$ cat config.mk
export PLATFORM = sky130hd
export DESIGN_NAME = spm_ex_loader
export DESIGN_NICKNAME = d
export VERILOG_FILES = /design/src/rtl/spm_ex_loader.sv
export SDC_FILE = /design/constraint.sdc
export NUM_CORES = 1
export LEC_CHECK = 0
export CORE_UTILIZATION = 44
export CTS_BUF_LIST = sky130_fd_sc_hd__clkbuf_16
export DETAILED_ROUTE_END_ITERATION = 16
export PLACE_DENSITY = 0.84
export SYNTH_ARGS = -nofsm -noshare
export SYNTH_HDL_FRONTEND = slang
export SYNTH_SLANG_ARGS = --single-unit
$ cat constraint.sdc
create_clock -name clk -period 3.26 [get_ports clk]
set_clock_uncertainty 0.2 [all_clocks]
set_input_delay 0.652 -clock clk [delete_from_list [all_inputs] [get_ports clk]]
set_output_delay 0.652 -clock clk [all_outputs]
set_load 0.05 [all_outputs]
$ cat src/rtl/spm_ex_loader.sv
// spm_ex_loader: external-port block transfer engine for the scratchpad.
// Optional acceptance bounds check: define SPM_LDR_BOUNDS_CHK_EN.
module spm_ex_loader #(
  parameter int A_W   = 10,
  parameter int D_W   = 32,
  parameter int LEN_W = 11
) (
  input  logic                 clk,
  input  logic                 rst,
  input  logic                 cmd_valid,
  output logic                 cmd_ready,
  input  logic                 cmd_write,
  input  logic [1:0]           cmd_bg,
  input  logic [A_W-1:0]       cmd_base,
  input  logic [LEN_W-1:0]     cmd_len,
  input  logic                 wr_valid,
  output logic                 wr_ready,
  input  logic [D_W-1:0]       wr_data,
  input  logic                 rd_stall,
  output logic                 rd_tag_valid,
  output logic [A_W-1:0]       rd_tag_addr,
  input  logic [19:0]          inst_base,
  output logic [19:0]          spm_inst,
  output logic [2+A_W+D_W-1:0] ex_bus,
  output logic                 busy,
  output logic                 done,
  output logic                 err
);

  typedef enum logic [1:0] {
    S_IDLE,
    S_SETUP,
    S_XFER,
    S_DONE
  } state_t;

  state_t           r_state;
  logic             r_write;
  logic [1:0]       r_bg;
  logic [A_W-1:0]   r_cur;
  logic [LEN_W-1:0] r_rem;
  logic             r_cmd_ready;
  logic             r_wr_ready;
  logic             r_tag_v;
  logic [A_W-1:0]   r_tag_a;
  logic [19:0]      r_inst;
  logic             r_wen;
  logic             r_ren;
  logic [A_W-1:0]   r_addr;
  logic [D_W-1:0]   r_data;
  logic             r_busy;
  logic             r_done;

  logic             w_accept;
  logic             w_beat;
  logic             w_oob;
  logic [19:0]      w_inst_cmd;
  logic [19:0]      w_inst_cur;

  // Force BGb_en (bit 8+b) high and BGb_sel (bit 4+b) low.
  function automatic logic [19:0] f_ovr(
    input logic [19:0] b,
    input logic [1:0]  bg
  );
    logic [19:0] v;
    logic [3:0]  m;
    m       = 4'b0001 << bg;
    v       = b;
    v[11:8] = b[11:8] | m;
    v[7:4]  = b[7:4] & ~m;
    return v;
  endfunction

  assign w_accept   = cmd_valid && r_cmd_ready;
  assign w_beat     = r_write ? wr_valid : !rd_stall;
  assign w_inst_cmd = f_ovr(inst_base, cmd_bg);
  assign w_inst_cur = f_ovr(inst_base, r_bg);

`ifdef SPM_LDR_BOUNDS_CHK_EN
  localparam int SUM_W = ((A_W > LEN_W) ? A_W : LEN_W) + 1;
  localparam logic [SUM_W-1:0] LIMIT = SUM_W'(1) << A_W;

  logic [SUM_W-1:0] w_end;
  logic             r_err;

  assign w_end = SUM_W'(cmd_base) + SUM_W'(cmd_len);
  assign w_oob = w_end > LIMIT;
  assign err   = r_err;

  always_ff @(posedge clk) begin
    if (rst) begin
      r_err <= 1'b0;
    end else begin
      r_err <= (r_state == S_IDLE) && w_accept && w_oob;
    end
  end
`else
  assign w_oob = 1'b0;
  assign err   = 1'b0;
`endif

  always_ff @(posedge clk) begin
    if (rst) begin
      r_state     <= S_IDLE;
      r_write     <= 1'b0;
      r_bg        <= '0;
      r_cur       <= '0;
      r_rem       <= '0;
      r_cmd_ready <= 1'b0;
      r_wr_ready  <= 1'b0;
      r_tag_v     <= 1'b0;
      r_tag_a     <= '0;
      r_inst      <= '0;
      r_wen       <= 1'b0;
      r_ren       <= 1'b0;
      r_addr      <= '0;
      r_data      <= '0;
      r_busy      <= 1'b0;
      r_done      <= 1'b0;
    end else begin
      r_wen   <= 1'b0;
      r_ren   <= 1'b0;
      r_tag_v <= 1'b0;
      r_done  <= 1'b0;
      unique case (r_state)
        S_IDLE: begin
          r_cmd_ready <= 1'b1;
          r_inst      <= inst_base;
          if (w_accept && !w_oob) begin
            r_write     <= cmd_write;
            r_bg        <= cmd_bg;
            r_cur       <= cmd_base;
            r_rem       <= cmd_len;
            r_cmd_ready <= 1'b0;
            r_busy      <= 1'b1;
            r_inst      <= w_inst_cmd;
            if (cmd_len == '0) begin
              r_state <= S_DONE;
              r_done  <= 1'b1;
            end else begin
              r_state <= S_SETUP;
            end
          end
        end
        S_SETUP: begin
          r_state    <= S_XFER;
          r_wr_ready <= r_write;
          r_inst     <= w_inst_cur;
        end
        S_XFER: begin
          r_inst <= w_inst_cur;
          if (w_beat) begin
            r_wen   <= r_write;
            r_ren   <= !r_write;
            r_addr  <= r_cur;
            r_data  <= r_write ? wr_data : '0;
            r_tag_v <= !r_write;
            if (!r_write) begin
              r_tag_a <= r_cur;
            end
            r_cur <= r_cur + 1'b1;
            r_rem <= r_rem - 1'b1;
            if (r_rem == LEN_W'(1)) begin
              r_state    <= S_DONE;
              r_done     <= 1'b1;
              r_wr_ready <= 1'b0;
            end
          end
        end
        S_DONE: begin
          r_state     <= S_IDLE;
          r_busy      <= 1'b0;
          r_cmd_ready <= 1'b1;
          r_inst      <= inst_base;
        end
        default: begin
          r_state <= S_IDLE;
        end
      endcase
    end
  end

  assign cmd_ready    = r_cmd_ready;
  assign wr_ready     = r_wr_ready;
  assign rd_tag_valid = r_tag_v;
  assign rd_tag_addr  = r_tag_a;
  assign spm_inst     = r_inst;
  assign ex_bus       = {r_wen, r_ren, r_addr, r_data};
  assign busy         = r_busy;
  assign done         = r_done;

endmodule
==> results of run 1 <==
[area by class of cell]
| cell class | count | area [um2] |
|---|---|---|
| Clock buffer | 9 | 225 |
| Fill cell | 753 | 3080 |
| Sequential cell | 104 | 2080 |
| Timing Repair Buffer | 170 | 1670 |
| Multi-Input combinational cell | 310 | 2020 |
| Tap cell | 129 | 161 |
| Inverter | 10 | 37.5 |
| Clock inverter | 6 | 52.6 |
[power breakdown]
group	total [mW]	switching, mW	internal (mW)	leakage (nW)
registers	1.61	0.173	1.44	0.847
clock network	1.03	0.498	0.528	0.137
logic	1.77	1.06	0.705	1.38
total	4.41	1.73	2.67	2.36
[kinds of logic after synthesis]
| kind of cell | after synthesis | synth area share |
|---|---|---|
| and+or+nand+nor | 164 | 0.200 |
| AOI/OAI and AO/OA | 109 | 0.180 |
| DFF | 104 | 0.489 |
| buffers and inverters | 42 | 0.0402 |
| muxes | 29 | 0.0693 |
| adders and majority gates | 7 | 0.0206 |
| other | 1 | 0.000880 |
[layer usage]
metal,track usage,vias up,share of wire
li1,-,1922,-
met1,0.291,1820,0.43
met2,0.377,182,0.47
met3,0.0606,13,0.082
met4,0.0602,0,0.011
met5,0,-,0
[final timing paths]
path / to / slack [ps]
max: cmd_ready / 680
min: r_data[3]$_SDFFE_PP0N_ / 280
max reg2reg: r_data[2]$_SDFFE_PP0N_ / 770
min reg2reg: r_data[3]$_SDFFE_PP0N_ / 280
[cells in the final DEF, fill, tap and decap left out, types with 5 or more instances in the layout]
cell / instances
nor2_1: 47
buf_4: 11
dfxtp_1: 104
clkdlybuf4s50_1: 158
nand2_1: 31
o21ai_0: 19
a31oi_1: 9
ha_1: 6
nor4_1: 7
clkbuf_16: 9
a22o_1: 32
mux2i_1: 25
a21oi_1: 22
inv_1: 10
nor2b_1: 20
nor3_1: 11
nand3_1: 8
and2_1: 5
nor3b_1: 9
[state kept, by name, summed over array words and instances (netlist names), 2 cells and up]
name and flops:
r_state 2, r_rem 11, r_data 32, rd_tag_addr 10
r_bg 2, spm_inst 20, r_addr 10, r_cur 10
[stage by stage]
step	cells	setup slack, ps	utilization
global route	738	633	0.670
finish	738	681	0.670
CTS	738	694	0.670
floorplan	456	979	-
detailed placement	723	480	0.641
global placement	723	498	0.641
==> reports/results.txt, run 1 <==
Post-synth EDFFs: 0
slowest cell delay on critical path: 880 ps
vias: 3,937
Final setup violation count: 0
max-slew violations: 0
mapped cell area: 4260 um2
reg2reg start: r_state[0]$_SDFFE_PP0P_
die width: 100 um
layout cells sized above 1: 0.0739
status: finished, final reports clean
hold path start: r_data[3]$_SDFFE_PP0N_
Synth top cells by count: dfxtp_1, nor2_1, a22o_1, nand2_1, mux2i_1
dpl cell area: 5970 um2
average cell area after synthesis: 9.34 um2
Async SR Flop Fraction: 0
syn nets: 544
initial core utilization: 0.457
H-tree depth: 3
cts hold-fix bufs: 0
Peak VDD IR: 0.000315 V
CP Capture Type: output pin
number of synthesized register bits: 104
initial antenna violation count: 0
critical path arrival: 1730 ps
Top FF cell, synth: dfxtp_1
I/O Buffers: 159
chip height: 100 um
clock buffer depth: 2
largest net degree at the start of global routing: 35
CTS Buf Count: 9
vias per inst: 5.33
Final TNS setup: 0 ps
Buf/Inv on CP: 1
critical path required time: 2410 ps
hold path cells: 1
sequential area share after synthesis: 0.489
critical path, cell by cell: clkdlybuf4s50_1
Worst Path Max Fanout: 8
GPL Wtd Cong: 0.908
Core Footprint: 9330 um2
Clock Latency Late Sink: 340 ps
Leakage: 2.36 nW
crit-path leading delay family: buffers and inverters
post-layout min period: 2580 ps
Synth cell types: 50
post-synth top area cell: dfxtp_1
Max Fclk: 388 MHz
Setup Buffers After CTS: 0
vias in the first global route: 3,683
final instance area: 6250 um2
startpoint types: flip-flop
final hold violation count: 0
grt ovf: 0
post-synth top area share: 0.489
worst r2r path cells: 6
final worst-path cycle share: 0.791
final WL: 11.5 mm
All-Layer GR Usage: 0.227
Setup crit start: cmd_ready$_SDFFE_PP0P_
critical path class: flip-flop to output pin
Sinks on Clock Net: 104
Post-Syn Instances: 456
max cap viols: 0
Syn-to-layout area delta: 46.8%
worst-margin pin slew: 742 ps
antenna-violating nets left: 0
Critical Path Stages: 1
initial DRC count: 188
Ys Warns: 0
final routed DRC violation total: 0
RSZ-0062 raised after global routing: no
I/O pins: 161
full die area: 10,100 um2
TritonCTS clock tree: built
largest cells by area after synthesis: dfxtp_1, a22o_1, mux2i_1
Hold Crit Class: flip-flop to flip-flop
CTS root buf: clkbuf_16
worst hold slack: 275 ps
cell row count: 35
Pwr Total: 4.41 mW
PD cells: 705 nW/um2
CTS-repair resized insts: 0
antenna cells: 0
fin nets: 693
most numerous cell in the Yosys netlist: dfxtp_1
CP max stage cell: clkdlybuf4s50_1
drt first pass iters: 5
routed length per instance: 15.6 um
first-pass GRT wire length: 18.1 mm
clock-pin slew on the worst setup and hold paths: 80 ps
worst relative slew slack: 0.502
Post-DP HPWL: 8.41 mm
No activity file was read; power rests on OpenSTA's default activity.
==> run 2, diff against run 1 <==
==> constraint.sdc (replaced) <==
create_clock -name clk -period 2.4 [get_ports clk]
set_clock_uncertainty 0.2 [all_clocks]
set_input_delay 0.48 -clock clk [delete_from_list [all_inputs] [get_ports clk]]
set_output_delay 0.48 -clock clk [all_outputs]
set_load 0.05 [all_outputs]
==> reports/results.txt, run 2 (synthesis results as in run 1) <==
status: finished, final reports clean
grt ovf: 0 (unchanged)
Leakage: 2.46 nW (+4.0%)
max cap viols: 0 (unchanged)
vias per inst: 5.37 (+0.74%)
Pwr Total: 6.23 mW (+41%)
antenna cells: 0 (unchanged)
first-pass GRT wire length: 18.6 mm (+3.0%)
CTS Buf Count: 9 (unchanged)
most frequent cells in the layout: clkdlybuf4s50_1, dfxtp_1, nor2_1
Buf/Inv on CP: 2 (+1)
vias: 4,063 (+3.2%)
All-Layer GR Usage: 0.231 (+0.00447)
Final TNS setup: 0 ps (unchanged)
cell row count: 35 (unchanged)
clock-pin slew on the worst setup and hold paths: 80 ps (about the same)
slowest cell delay on critical path: 530 ps (-350 ps)
H-tree depth: 3 (unchanged)
I/O Buffers: 159 (unchanged)
full die area: 10,100 um2 (unchanged)
dpl cell area: 6100 um2 (+2.2%)
critical path class: flip-flop to flip-flop
I/O pins: 161 (unchanged)
GPL Wtd Cong: 0.954 (+5.0%)
Core Footprint: 9330 um2 (unchanged)
Met1 Wirelength: 4.96 mm (-0.70%)
initial antenna violation count: 0 (unchanged)
worst relative slew slack: 0.623 (+0.121)
top routing layer in use: met4
chip height: 100 um (unchanged)
routed length per instance: 15.6 um (about the same)
dpl ws: -270 ps (-750 ps)
CP Capture Type: flip-flop
die width: 100 um (unchanged)
Reg power frac: 0.351 (-0.015)
max-slew violations: 0 (unchanged)
antenna-violating nets left: 0 (unchanged)
Psw: 2.44 mW (+41%)
cts hold-fix bufs: 0 (unchanged)
critical path, cell by cell: inv_1 > ha_1 > or3b_2 > nand4b_1 > buf_4 > nor4b_2 > a31oi_1 > a21oi_1
final worst-path cycle share: 0.962
initial DRC count: 148 (-21%)
detailed-routed wire length on met3: 832 um (-12%)
final instance area: 6420 um2 (+2.7%)
Final setup violation count: 0 (unchanged)
Top reg by flops: r_data
RSZ-0062 raised after global routing: no
Syn-to-layout area delta: 50.8%
layout cells sized above 1: 0.107 (+0.0330)
final hold violation count: 0 (unchanged)
startpoint types: flip-flop
critical path required time: 2470 ps (+60 ps)
critical path arrival: 2380 ps (+650 ps)
clock buffer depth: 2 (unchanged)
final WL: 11.8 mm (+2.4%)
final routed DRC violation total: 0 (unchanged)
crit-path leading delay family: simple AND/OR/NAND/NOR gates
TritonCTS clock tree: built
Worst Path Max Fanout: 5 (-3)
Peak VDD IR: 0.000652 V (+110%)
flip-flop count of the largest register after layout: 32 (unchanged)
drt first pass iters: 5 (unchanged)
Switching Share: 0.391 (-0.00187)
fin nets: 710 (+2.5%)
vias in the first global route: 3,876 (+5.2%)
CTS root buf: clkbuf_16
Int Pwr: 3.79 mW (+42%)
largest net degree at the start of global routing: 41 (+17%)
Hold Crit Class: flip-flop to flip-flop
Sinks on Clock Net: 104 (unchanged)
Comb pwr share: 0.415 (+0.014)
clock share of power: 0.233 (about the same)
PD cells: 969 nW/um2 (+38%)
most common cell after layout, fill and taps aside: clkdlybuf4s50_1
CP max stage cell: or3b_2
met2 WL post-DR: 5.72 mm (+4.9%)
post-layout min period: 2310 ps
Max Fclk: 433 MHz
worst-margin pin slew: 564 ps (-178 ps)
Post-DP HPWL: 8.71 mm (+3.6%)
worst setup slack after layout: 92.3 ps (-589 ps)
Clock Latency Late Sink: 340 ps (about the same)
initial core utilization: 0.457 (unchanged)
run 2: changes by cell type in the layout (fill, tap and decap cells not counted):
| cell | change |
|---|---|
| buf_12 | +1 |
| buf_4 | +17 |
| clkdlybuf4s50_1 | -1 |
| clkinv_1 | -1 |
| clkinv_4 | +1 |
| clkinv_8 | +1 |
| nor4_1 | -1 |
| nor4_2 | +1 |
| nor4b_1 | -1 |
| nor4b_2 | +1 |
run 2: worst paths after layout:
| check | from | to | slack, ps | cells after the start |
|---|---|---|---|---|
| worst max-delay path | r_rem[0]$_SDFFE_PP0P_ | r_rem[6]$_SDFFE_PP0P_ | 90 | 8 |
| worst min-delay path | r_data[2]$_SDFFE_PP0N_ | r_data[2]$_SDFFE_PP0N_ | 270 | 1 |
| worst max register to register | r_rem[0]$_SDFFE_PP0P_ | r_rem[6]$_SDFFE_PP0P_ | 90 | 8 |
| worst min register to register | r_data[2]$_SDFFE_PP0N_ | r_data[2]$_SDFFE_PP0N_ | 270 | 1 |
run 2: cell type report:
| class | instances | area, um2 |
|---|---|---|
| clock buffers | 9 | 225 |
| clock inverters | 7 | 73.8 |
| fillers | 754 | 2900 |
| inverters | 10 | 37.5 |
| multi-input cells | 310 | 2040 |
| flip-flops and latches | 104 | 2080 |
| well taps | 129 | 161 |
| repair buffers | 187 | 1810 |
run 2: layer usage:
metal | track usage | vias up
met3 | 0.0515 | 28
met2 | 0.394 | 186
met5 | 0 | -
met4 | 0.0914 | 0
met1 | 0.284 | 1897
li1 | - | 1952
run 2: worst register-to-register path, delay by kind of cell, from the launching register on:
family / cells / cell delay, ps
AO/OA/AOI/OAI: 2 / 180
adder cells (fa/ha/maj): 1 / 200
buffers and inverters: 2 / 290
flip-flops: 1 / 360
AND/OR/NAND/NOR: 3 / 1010
run 2: metrics by stage:
| step | hold slack [ps] | std cells | utilization |
|---|---|---|---|
| detailed placement | 258 | 739 | 0.654 |
| finish | 274 | 756 | 0.689 |
| global placement | 255 | 739 | 0.654 |
| global route | 290 | 756 | 0.689 |
| floorplan | 250 | 456 | - |
| CTS | 279 | 755 | 0.687 |
run 2: power by group through the flow:
| stage | Clock (mW) | Combinational [mW] | Sequential (mW) |
|---|---|---|---|
| after floorplan | 0 | 1.40 | 2.44 |
| after global placement | 0 | 2.46 | 2.21 |
| after detailed placement | 0 | 2.53 | 2.22 |
| after CTS | 1.47 | 2.55 | 2.18 |
| after global routing | 1.54 | 2.80 | 2.23 |
| final | 1.45 | 2.59 | 2.19 |
run 2: what timing repair did:
item | 4_1_cts | 5_1_grt
endpoints found under the setup margin | 0 | 3
setup buffers | 0 | 1
resized for setup | 0 | 2
